File: config.mk
export PLATFORM = sky130hd
export DESIGN_NAME = antic_dlist_dma_flat
export DESIGN_NICKNAME = d
export VERILOG_FILES = /design/src/rtl/antic_dlist_dma_pkg.sv /design/src/rtl/antic_dlist_dma_if.sv /design/src/rtl/antic_dlist_dma_wrap_inc.sv /design/src/rtl/antic_dlist_dma.sv /design/src/flat_wrapper.sv
export SDC_FILE = /design/constraint.sdc
export NUM_CORES = 1
export LEC_CHECK = 0
export CAP_MARGIN = 10
export CORE_MARGIN = 5
export CORE_UTILIZATION = 54
export DETAILED_ROUTE_END_ITERATION = 16
export GPL_ROUTABILITY_DRIVEN = 1
export GPL_TIMING_DRIVEN = 0
export PLACE_DENSITY = 0.8
export SYNTH_ARGS = -nofsm -noshare
export SYNTH_HDL_FRONTEND = slang
export SYNTH_SLANG_ARGS = --single-unit
File: constraint.sdc
create_clock -name phi2 -period 2.4 [get_ports phi2]
set_input_delay 0.24 -clock phi2 [delete_from_list [all_inputs] [get_ports phi2]]
set_output_delay 0.24 -clock phi2 [all_outputs]
set_load 0.01 [all_outputs]
File: src/rtl/antic_dlist_dma_pkg.sv
// Shared types and helpers for the ANTIC display-list DMA engine:
// FSM encoding, DMACTL field positions and mode-line length rules.
package antic_pkg;

  typedef enum logic [3:0] {
    IDLE,
    IR_REQ,
    IR_CAP,
    OPL_REQ,
    OPL_CAP,
    OPH_REQ,
    OPH_CAP,
    DATA_REQ,
    DATA_CAP,
    WAITVB,
    DONE
  } state_t;

  localparam int DMACTL_PFW_LO = 0;
  localparam int DMACTL_PFW_HI = 1;
  localparam int DMACTL_DL_EN  = 5;
  localparam int PFW_W = DMACTL_PFW_HI - DMACTL_PFW_LO + 1;

  localparam logic [5:0] PF_BYTES_NONE   = 6'd0;
  localparam logic [5:0] PF_BYTES_NARROW = 6'd32;
  localparam logic [5:0] PF_BYTES_NORMAL = 6'd40;
  localparam logic [5:0] PF_BYTES_WIDE   = 6'd48;

  // Divisor expressed as a shift: 1, 2 or 4 bytes-per-position.
  function automatic logic [1:0] mode_div_log2(input logic [3:0] mode);
    logic [1:0] sh;
    unique case (1'b1)
      (mode == 4'h8 || mode == 4'h9): sh = 2'd2;
      (mode inside {4'h6, 4'h7, 4'hA, 4'hB, 4'hC}): sh = 2'd1;
      default: sh = 2'd0;
    endcase
    return sh;
  endfunction

  function automatic logic [5:0] line_len(
    input logic [PFW_W-1:0] pfw,
    input logic [3:0]       mode
  );
    logic [5:0] w;
    unique case (pfw)
      2'b00:   w = PF_BYTES_NONE;
      2'b01:   w = PF_BYTES_NARROW;
      2'b10:   w = PF_BYTES_NORMAL;
      default: w = PF_BYTES_WIDE;
    endcase
    return w >> mode_div_log2(mode);
  endfunction

endpackage

File: src/rtl/antic_dlist_dma_if.sv
// System-bus and line-buffer signals of the display-list DMA engine.
// The engine is the master; memory and the line buffer are the slave.
interface antic_dlist_dma_if #(
  parameter int ADDR_W = 16,
  parameter int BUF_AW = 6
);
  logic              halt_L;
  logic [ADDR_W-1:0] address;
  logic [7:0]        DB;
  logic              buf_we;
  logic [BUF_AW-1:0] buf_addr;
  logic [7:0]        buf_data;

  modport master (
    output halt_L,
    output address,
    input  DB,
    output buf_we,
    output buf_addr,
    output buf_data
  );

  modport slave (
    input  halt_L,
    input  address,
    output DB,
    input  buf_we,
    input  buf_addr,
    input  buf_data
  );
endinterface

File: src/rtl/antic_dlist_dma_wrap_inc.sv
// Masked increment: only the low WRAP_BITS count, the
// upper bits of the counter stay fixed (ANTIC page wrap).
module antic_wrap_inc #(
  parameter int ADDR_W    = 16,
  parameter int WRAP_BITS = 10
) (
  input  logic [ADDR_W-1:0] a,
  output logic [ADDR_W-1:0] y
);
  logic [WRAP_BITS-1:0] lo;

  assign lo = a[WRAP_BITS-1:0] + WRAP_BITS'(1);
  assign y  = {a[ADDR_W-1:WRAP_BITS], lo};
endmodule

File: src/rtl/antic_dlist_dma.sv
// Display-list DMA: fetches IR, operands and playfield bytes
// for one mode line per request, two cycles per byte.
module antic_dlist_dma
  import antic_pkg::*;
#(
  parameter int ADDR_W        = 16,
  parameter int DL_WRAP_BITS  = 10,
  parameter int MSR_WRAP_BITS = 12,
  parameter int BUF_AW        = 6
) (
  input  logic              phi2,
  input  logic              rst_L,
  input  logic              dma_en,
  input  logic [PFW_W-1:0]  pf_width,
  input  logic              dlist_load,
  input  logic [ADDR_W-1:0] dlist_init,
  input  logic              mode_req,
  input  logic              vblank,
  antic_dlist_dma_if.master bus,
  output logic [ADDR_W-1:0] dlist_ptr,
  output logic [ADDR_W-1:0] msr,
  output logic [7:0]        IR,
  output logic              busy,
  output logic              wait_vb,
  output logic              line_done,
  output logic [5:0]        line_bytes
);

  state_t            state;
  logic              halt_q;
  logic [ADDR_W-1:0] addr_q;
  logic [ADDR_W-1:0] ptr_q;
  logic [ADDR_W-1:0] msr_q;
  logic [7:0]        ir_q;
  logic              busy_q;
  logic              wvb_q;
  logic              we_q;
  logic [BUF_AW-1:0] baddr_q;
  logic              done_q;
  logic [5:0]        cnt_q;
  logic [5:0]        n_q;
  logic [7:0]        op_lo;
  logic              jvb_q;
  logic              pend_q;
  logic [ADDR_W-1:0] pend_ptr;

  logic [ADDR_W-1:0] dl_inc;
  logic [ADDR_W-1:0] msr_inc;
  logic [ADDR_W-1:0] target;
  logic [3:0]        db_mode;
  logic              has_ops;
  logic [5:0]        n_new;
  logic [5:0]        cnt_inc;

  antic_wrap_inc #(
    .ADDR_W   (ADDR_W),
    .WRAP_BITS(DL_WRAP_BITS)
  ) u_dl_inc (
    .a(ptr_q),
    .y(dl_inc)
  );

  antic_wrap_inc #(
    .ADDR_W   (ADDR_W),
    .WRAP_BITS(MSR_WRAP_BITS)
  ) u_msr_inc (
    .a(msr_q),
    .y(msr_inc)
  );

  assign db_mode = bus.DB[3:0];
  assign has_ops = (db_mode == 4'h1) ||
                   (bus.DB[6] && db_mode >= 4'h2);
  assign n_new   = line_len(pf_width, db_mode);
  assign target  = ADDR_W'({bus.DB, op_lo});
  assign cnt_inc = cnt_q + 6'd1;

  always_ff @(posedge phi2 or negedge rst_L) begin
    if (!rst_L) begin
      state    <= IDLE;
      halt_q   <= 1'b1;
      addr_q   <= '0;
      ptr_q    <= '0;
      msr_q    <= '0;
      ir_q     <= '0;
      busy_q   <= 1'b0;
      wvb_q    <= 1'b0;
      we_q     <= 1'b0;
      baddr_q  <= '0;
      done_q   <= 1'b0;
      cnt_q    <= '0;
      n_q      <= '0;
      op_lo    <= '0;
      jvb_q    <= 1'b0;
      pend_q   <= 1'b0;
      pend_ptr <= '0;
    end else begin
      done_q <= 1'b0;
      we_q   <= 1'b0;
      // A CPU write mid-line is held until the line retires.
      if (dlist_load && busy_q && state != WAITVB
          && state != DONE) begin
        pend_q   <= 1'b1;
        pend_ptr <= dlist_init;
      end
      unique case (state)
        IDLE: begin
          if (dlist_load) ptr_q <= dlist_init;
          if (mode_req) begin
            busy_q <= 1'b1;
            cnt_q  <= '0;
            if (dma_en) begin
              state  <= IR_REQ;
              halt_q <= 1'b0;
              addr_q <= dlist_load ? dlist_init : ptr_q;
            end else begin
              state  <= DONE;
              done_q <= 1'b1;
              ir_q   <= '0;
            end
          end
        end
        IR_REQ: begin
          state  <= IR_CAP;
          halt_q <= 1'b1;
        end
        IR_CAP: begin
          ir_q  <= bus.DB;
          ptr_q <= dl_inc;
          n_q   <= n_new;
          if (has_ops) begin
            state  <= OPL_REQ;
            halt_q <= 1'b0;
            addr_q <= dl_inc;
          end else if (db_mode == 4'h0 || n_new == '0) begin
            state  <= DONE;
            done_q <= 1'b1;
          end else begin
            state  <= DATA_REQ;
            halt_q <= 1'b0;
            addr_q <= msr_q;
          end
        end
        OPL_REQ: begin
          state  <= OPL_CAP;
          halt_q <= 1'b1;
        end
        OPL_CAP: begin
          op_lo  <= bus.DB;
          ptr_q  <= dl_inc;
          state  <= OPH_REQ;
          halt_q <= 1'b0;
          addr_q <= dl_inc;
        end
        OPH_REQ: begin
          state  <= OPH_CAP;
          halt_q <= 1'b1;
        end
        OPH_CAP: begin
          if (ir_q[3:0] == 4'h1) begin
            ptr_q  <= target;
            jvb_q  <= ir_q[6];
            state  <= DONE;
            done_q <= 1'b1;
          end else begin
            ptr_q <= dl_inc;
            msr_q <= target;
            if (n_q == '0) begin
              state  <= DONE;
              done_q <= 1'b1;
            end else begin
              state  <= DATA_REQ;
              halt_q <= 1'b0;
              addr_q <= target;
            end
          end
        end
        DATA_REQ: begin
          state   <= DATA_CAP;
          halt_q  <= 1'b1;
          we_q    <= 1'b1;
          baddr_q <= BUF_AW'(cnt_q);
        end
        DATA_CAP: begin
          msr_q <= msr_inc;
          cnt_q <= cnt_inc;
          if (cnt_inc == n_q) begin
            state  <= DONE;
            done_q <= 1'b1;
          end else begin
            state  <= DATA_REQ;
            halt_q <= 1'b0;
            addr_q <= msr_inc;
          end
        end
        WAITVB: begin
          if (dlist_load) ptr_q <= dlist_init;
          if (vblank) begin
            state  <= IDLE;
            wvb_q  <= 1'b0;
            busy_q <= 1'b0;
          end
        end
        DONE: begin
          if (dlist_load) ptr_q <= dlist_init;
          else if (pend_q) ptr_q <= pend_ptr;
          pend_q <= 1'b0;
          jvb_q  <= 1'b0;
          if (jvb_q) begin
            state <= WAITVB;
            wvb_q <= 1'b1;
          end else begin
            state  <= IDLE;
            busy_q <= 1'b0;
          end
        end
        default: begin
          state  <= IDLE;
          halt_q <= 1'b1;
          busy_q <= 1'b0;
        end
      endcase
    end
  end

  assign bus.halt_L   = halt_q;
  assign bus.address  = addr_q;
  assign bus.buf_we   = we_q;
  assign bus.buf_addr = baddr_q;
  assign bus.buf_data = we_q ? bus.DB : 8'h00;

  assign dlist_ptr  = ptr_q;
  assign msr        = msr_q;
  assign IR         = ir_q;
  assign busy       = busy_q;
  assign wait_vb    = wvb_q;
  assign line_done  = done_q;
  assign line_bytes = cnt_q;

endmodule

File: src/flat_wrapper.sv
// flat-port wrapper written by rule: the top's interface ports become plain ports
module antic_dlist_dma_flat import antic_pkg::*;
#(
  parameter int ADDR_W        = 16,
  parameter int DL_WRAP_BITS  = 10,
  parameter int MSR_WRAP_BITS = 12,
  parameter int BUF_AW        = 6
)
  (phi2, rst_L, dma_en, pf_width, dlist_load, dlist_init, mode_req, vblank, dlist_ptr, msr, IR, busy, wait_vb, line_done, line_bytes, bus_halt_L, bus_address, bus_DB, bus_buf_we, bus_buf_addr, bus_buf_data);
  antic_dlist_dma_if #(.ADDR_W(ADDR_W), .BUF_AW(BUF_AW)) bus_i ();
  input  logic phi2;
  input  logic rst_L;
  input  logic dma_en;
  input  logic [PFW_W-1:0] pf_width;
  input  logic dlist_load;
  input  logic [ADDR_W-1:0] dlist_init;
  input  logic mode_req;
  input  logic vblank;
  output logic [ADDR_W-1:0] dlist_ptr;
  output logic [ADDR_W-1:0] msr;
  output logic [7:0] IR;
  output logic busy;
  output logic wait_vb;
  output logic line_done;
  output logic [5:0] line_bytes;
  output wire logic [$bits(bus_i.halt_L)-1:0] bus_halt_L;
  output wire logic [$bits(bus_i.address)-1:0] bus_address;
  input wire logic [$bits(bus_i.DB)-1:0] bus_DB;
  output wire logic [$bits(bus_i.buf_we)-1:0] bus_buf_we;
  output wire logic [$bits(bus_i.buf_addr)-1:0] bus_buf_addr;
  output wire logic [$bits(bus_i.buf_data)-1:0] bus_buf_data;
  assign bus_halt_L = bus_i.halt_L;
  assign bus_address = bus_i.address;
  assign bus_i.DB = bus_DB;
  assign bus_buf_we = bus_i.buf_we;
  assign bus_buf_addr = bus_i.buf_addr;
  assign bus_buf_data = bus_i.buf_data;
  antic_dlist_dma #(.ADDR_W(ADDR_W), .DL_WRAP_BITS(DL_WRAP_BITS), .MSR_WRAP_BITS(MSR_WRAP_BITS), .BUF_AW(BUF_AW)) u_core (.phi2(phi2), .rst_L(rst_L), .dma_en(dma_en), .pf_width(pf_width), .dlist_load(dlist_load), .dlist_init(dlist_init), .mode_req(mode_req), .vblank(vblank), .bus(bus_i), .dlist_ptr(dlist_ptr), .msr(msr), .IR(IR), .busy(busy), .wait_vb(wait_vb), .line_done(line_done), .line_bytes(line_bytes));
endmodule
==> out/summary.txt <==
status: finished clean
Synth Area in Adders: 0.007125
root buffer cell: clkbuf_16
initial DRC count: 864
Gate Count Post-Synth: 698
worst setup path startpoint: bus_DB[2]
Synth Register Bits: 109
Max Fclk: 417.2 MHz
power per cell area: 1436 nW/um^2
Slowest cell on crit path: or4b_1
total track usage: 0.3189
Mean Syn Cell Area: 9.560 um^2
# IOs: 113
Die H: 121.2 um
Post-Synth Simple-Gate Area: 0.1564
CTS clk-pin slew, worst paths: 0.08 ns
area occupied by multi-input gates: 3691 um^2
final wirelength: 23.37 mm
register area share after synthesis: 0.4090
endpoints failing hold: 0
crit share post-route: 0.9988
most common library cell in the layout ignoring fill and taps: clkdlybuf4s50_1
Least-Margin Pin Slew: 0.8018 ns
TNS Setup: 0 ns
Critical Path End Type: flop
Yosys Warn Count: 0
grt total ovfl: 0
CP max stage delay: 0.61 ns
antenna violations before repair: 0
Max-cap violations: 0
largest net degree at the start of global routing: 63
fin. max-slew vios: 0
Worst EP arrival: 2.66 ns
Worst Setup Start Kind: input pin
XOR/XNOR share of the synthesized area: 0.02625
die footprint: 14680 um^2
FP Rows: 40
vias: 6562
Synth top area share: 0.4050
VDD IR max: 0.8808 mV
synth unique cells: 79
Placer Congestion: 0.9369
post-synthesis cell area: 6673 um^2
Synth Area in Compound Gates: 0.2383
share of cells above drive strength 1: 0.1655
Initial Util: 0.5532
worst hold path class: in2reg
largest family of logic cells by synthesized area: compound AO/OA/AOI/OAI gates
Area growth syn-to-layout: 27.28%
HP Start: bus_DB[0]
Async SR Flop Fraction: 1.000
multiplexer area fraction after synthesis: 0.1127
top cell type by total area after synthesis: dfrtp_1
drt drc: 0
WP data required: 2.66 ns
leak pwr: 3.565 nW
Final Net Count: 864
Clock Latency Late Sink: 0.37 ns
Worst Skew: 0.01165 ns
critical path type: in2reg
TritonCTS clock tree: yes
number of detailed-route iterations in the first pass: 6
CTS sink cnt: 109
Post-DP Area: 8004 um^2
H-tree lvl count: 3
via density per instance: 6.549
CTS Buffer Depth: 2
DR WL/cell: 23.32 um
post-layout min period: 2.397 ns
reg2reg start: u_core.state[2]$_DFFE_PN0P_
Die X: 121.2 um
number of synthesized flops with an enable pin: 0
vias in the first global route: 6254
Setup violations, final: 0
Synth area leaders: dfrtp_1 (41%), mux2_2 (8.3%), nand2_1 (3.9%)
Final Cell Area: 8493 um^2
Synth Flop Type: dfrtp_1
first-pass GRT wire length: 35.91 mm
core area: 12060 um^2
antenna violation net count after detailed routing: 0
port bufs: 109
Rel. slew slack: 0.4655
worst-path cell chain: clkdlybuf4s50_1, or4b_1, nand3_2, buf_4, o211ai_1, a221o_1, mux2_2
Sequential Area: 2733 um^2
HPWL Detailed: 16.85 mm
most frequent cells in the layout: clkdlybuf4s50_1 (108), dfrtp_1 (105), nand2_1 (69), mux2_2 (49), nor2_1 (41)
CTS buffer count: 9
# diodes: 0
synthesized net count: 733
Crit Path Max Fanout: 10
Fill cells: 930
-- power by group --
group          total, mW  switching [mW]  internal, mW
sequential          3.67           0.953          2.72
combinational       6.95            3.67          3.28
clock               1.57           0.731         0.842
total               12.2            5.36          6.84
-- flip-flops by register name (all words and copies together) (netlist names), 4 cells and up --
signal and flops:
u_core.IR 8, u_core.bus.address 16, u_core.bus.buf_addr 6, u_core.dlist_ptr 16
u_core.line_bytes 6, u_core.msr 16, u_core.n_q 6, u_core.op_lo 8
u_core.pend_ptr 16, u_core.state 4
-- worst max-delay path: cells and delay by family --
kind	cells	cell delay [ns]
buf+inv	2	0.72
simple gates	2	0.84
compound gates	2	0.58
mux	1	0.27
-- Yosys cell counts, drive strengths merged (8+ instances only) --
cell	number
a21oi	38
a221o	9
a221oi	12
a22o	12
a22oi	8
a31oi	12
and2	11
buf	30
clkbuf	18
dfrtp	108
inv	26
mux2	49
mux2i	20
nand2	70
nand3	14
nor2	42
nor2b	10
nor3	10
o21ai	37
o2bb2ai	9
xnor2	10
xor2	10
-- worst paths after layout --
| path | to | slack [ns] | depth (start not counted) |
|---|---|---|---|
| worst max-delay path | u_core.bus.address[10]$_DFFE_PN0P_ | 0.003 | 7 |
| worst min-delay path | u_core.msr[8]$_DFFE_PN0P_ | 0.28 | 3 |
| worst max register to register | u_core.bus.address[5]$_DFFE_PN0P_ | 0.03 | 7 |
| worst min register to register | u_core.IR[7]$_DFFE_PN0P_ | 0.51 | 1 |
| max in group asynchronous | u_core.msr[0]$_DFFE_PN0P_ | 1.18 | 3 |
| min in group asynchronous | u_core.msr[12]$_DFFE_PN0P_ | 0.45 | 2 |
-- routing by layer --
| metal | wire [um] | global-route usage | up-vias |
|---|---|---|---|
| met5 | 0 | 0 | - |
| met4 | 587 | 0.09874 | 0 |
| met3 | 1996 | 0.06900 | 56 |
| met2 | 10970 | 0.5040 | 375 |
| met1 | 9816 | 0.4403 | 3238 |
| li1 | - | - | 2893 |
-- what timing repair did --
item	4_1_cts	5_1_grt
hold endpoints to repair	46	0
pin swaps	1	6
setup buffers	3	6
hold buffers	1	0
endpoints found under the setup margin	51	52
gates cloned	0	0
gates resized for setup	10	31
-- final cells by class --
type,count,share of cell area
multi-input combinational,515,0.4346
sequential,109,0.3217
timing repair buffer,121,0.1411
buffer,47,0.03064
clock buffer,11,0.02858
tap,168,0.02475
inverter,26,0.01149
clock inverter,5,0.007071
-- kinds of logic (layout without fill, tap and decap cells) --
| logic type | count (synthesis) | in the layout |
|---|---|---|
| buffers and inverters | 74 | 210 |
| and+or+nand+nor | 203 | 203 |
| xor gates and xnor gates | 20 | 20 |
| AOI/OAI and AO/OA | 219 | 219 |
| muxes | 69 | 69 |
| DFF | 109 | 109 |
| adders and majority gates | 4 | 4 |
-- stage by stage --
stage,total power [mW],util,setup slack (ns),hold slack [ns],instances
finish,12.20,0.7041,0.002870,0.2839,1002
global route,12.87,0.7041,-0.03264,0.3231,1002
CTS,11.89,0.6951,-0.007724,0.2770,997
detailed placement,10.20,0.6636,-0.4320,0.3037,977
global placement,10.02,0.6611,-3.100,0.4840,975
floorplan,7.480,-,0.3204,-0.05559,698
No activity file was read; power rests on OpenSTA's default activity.
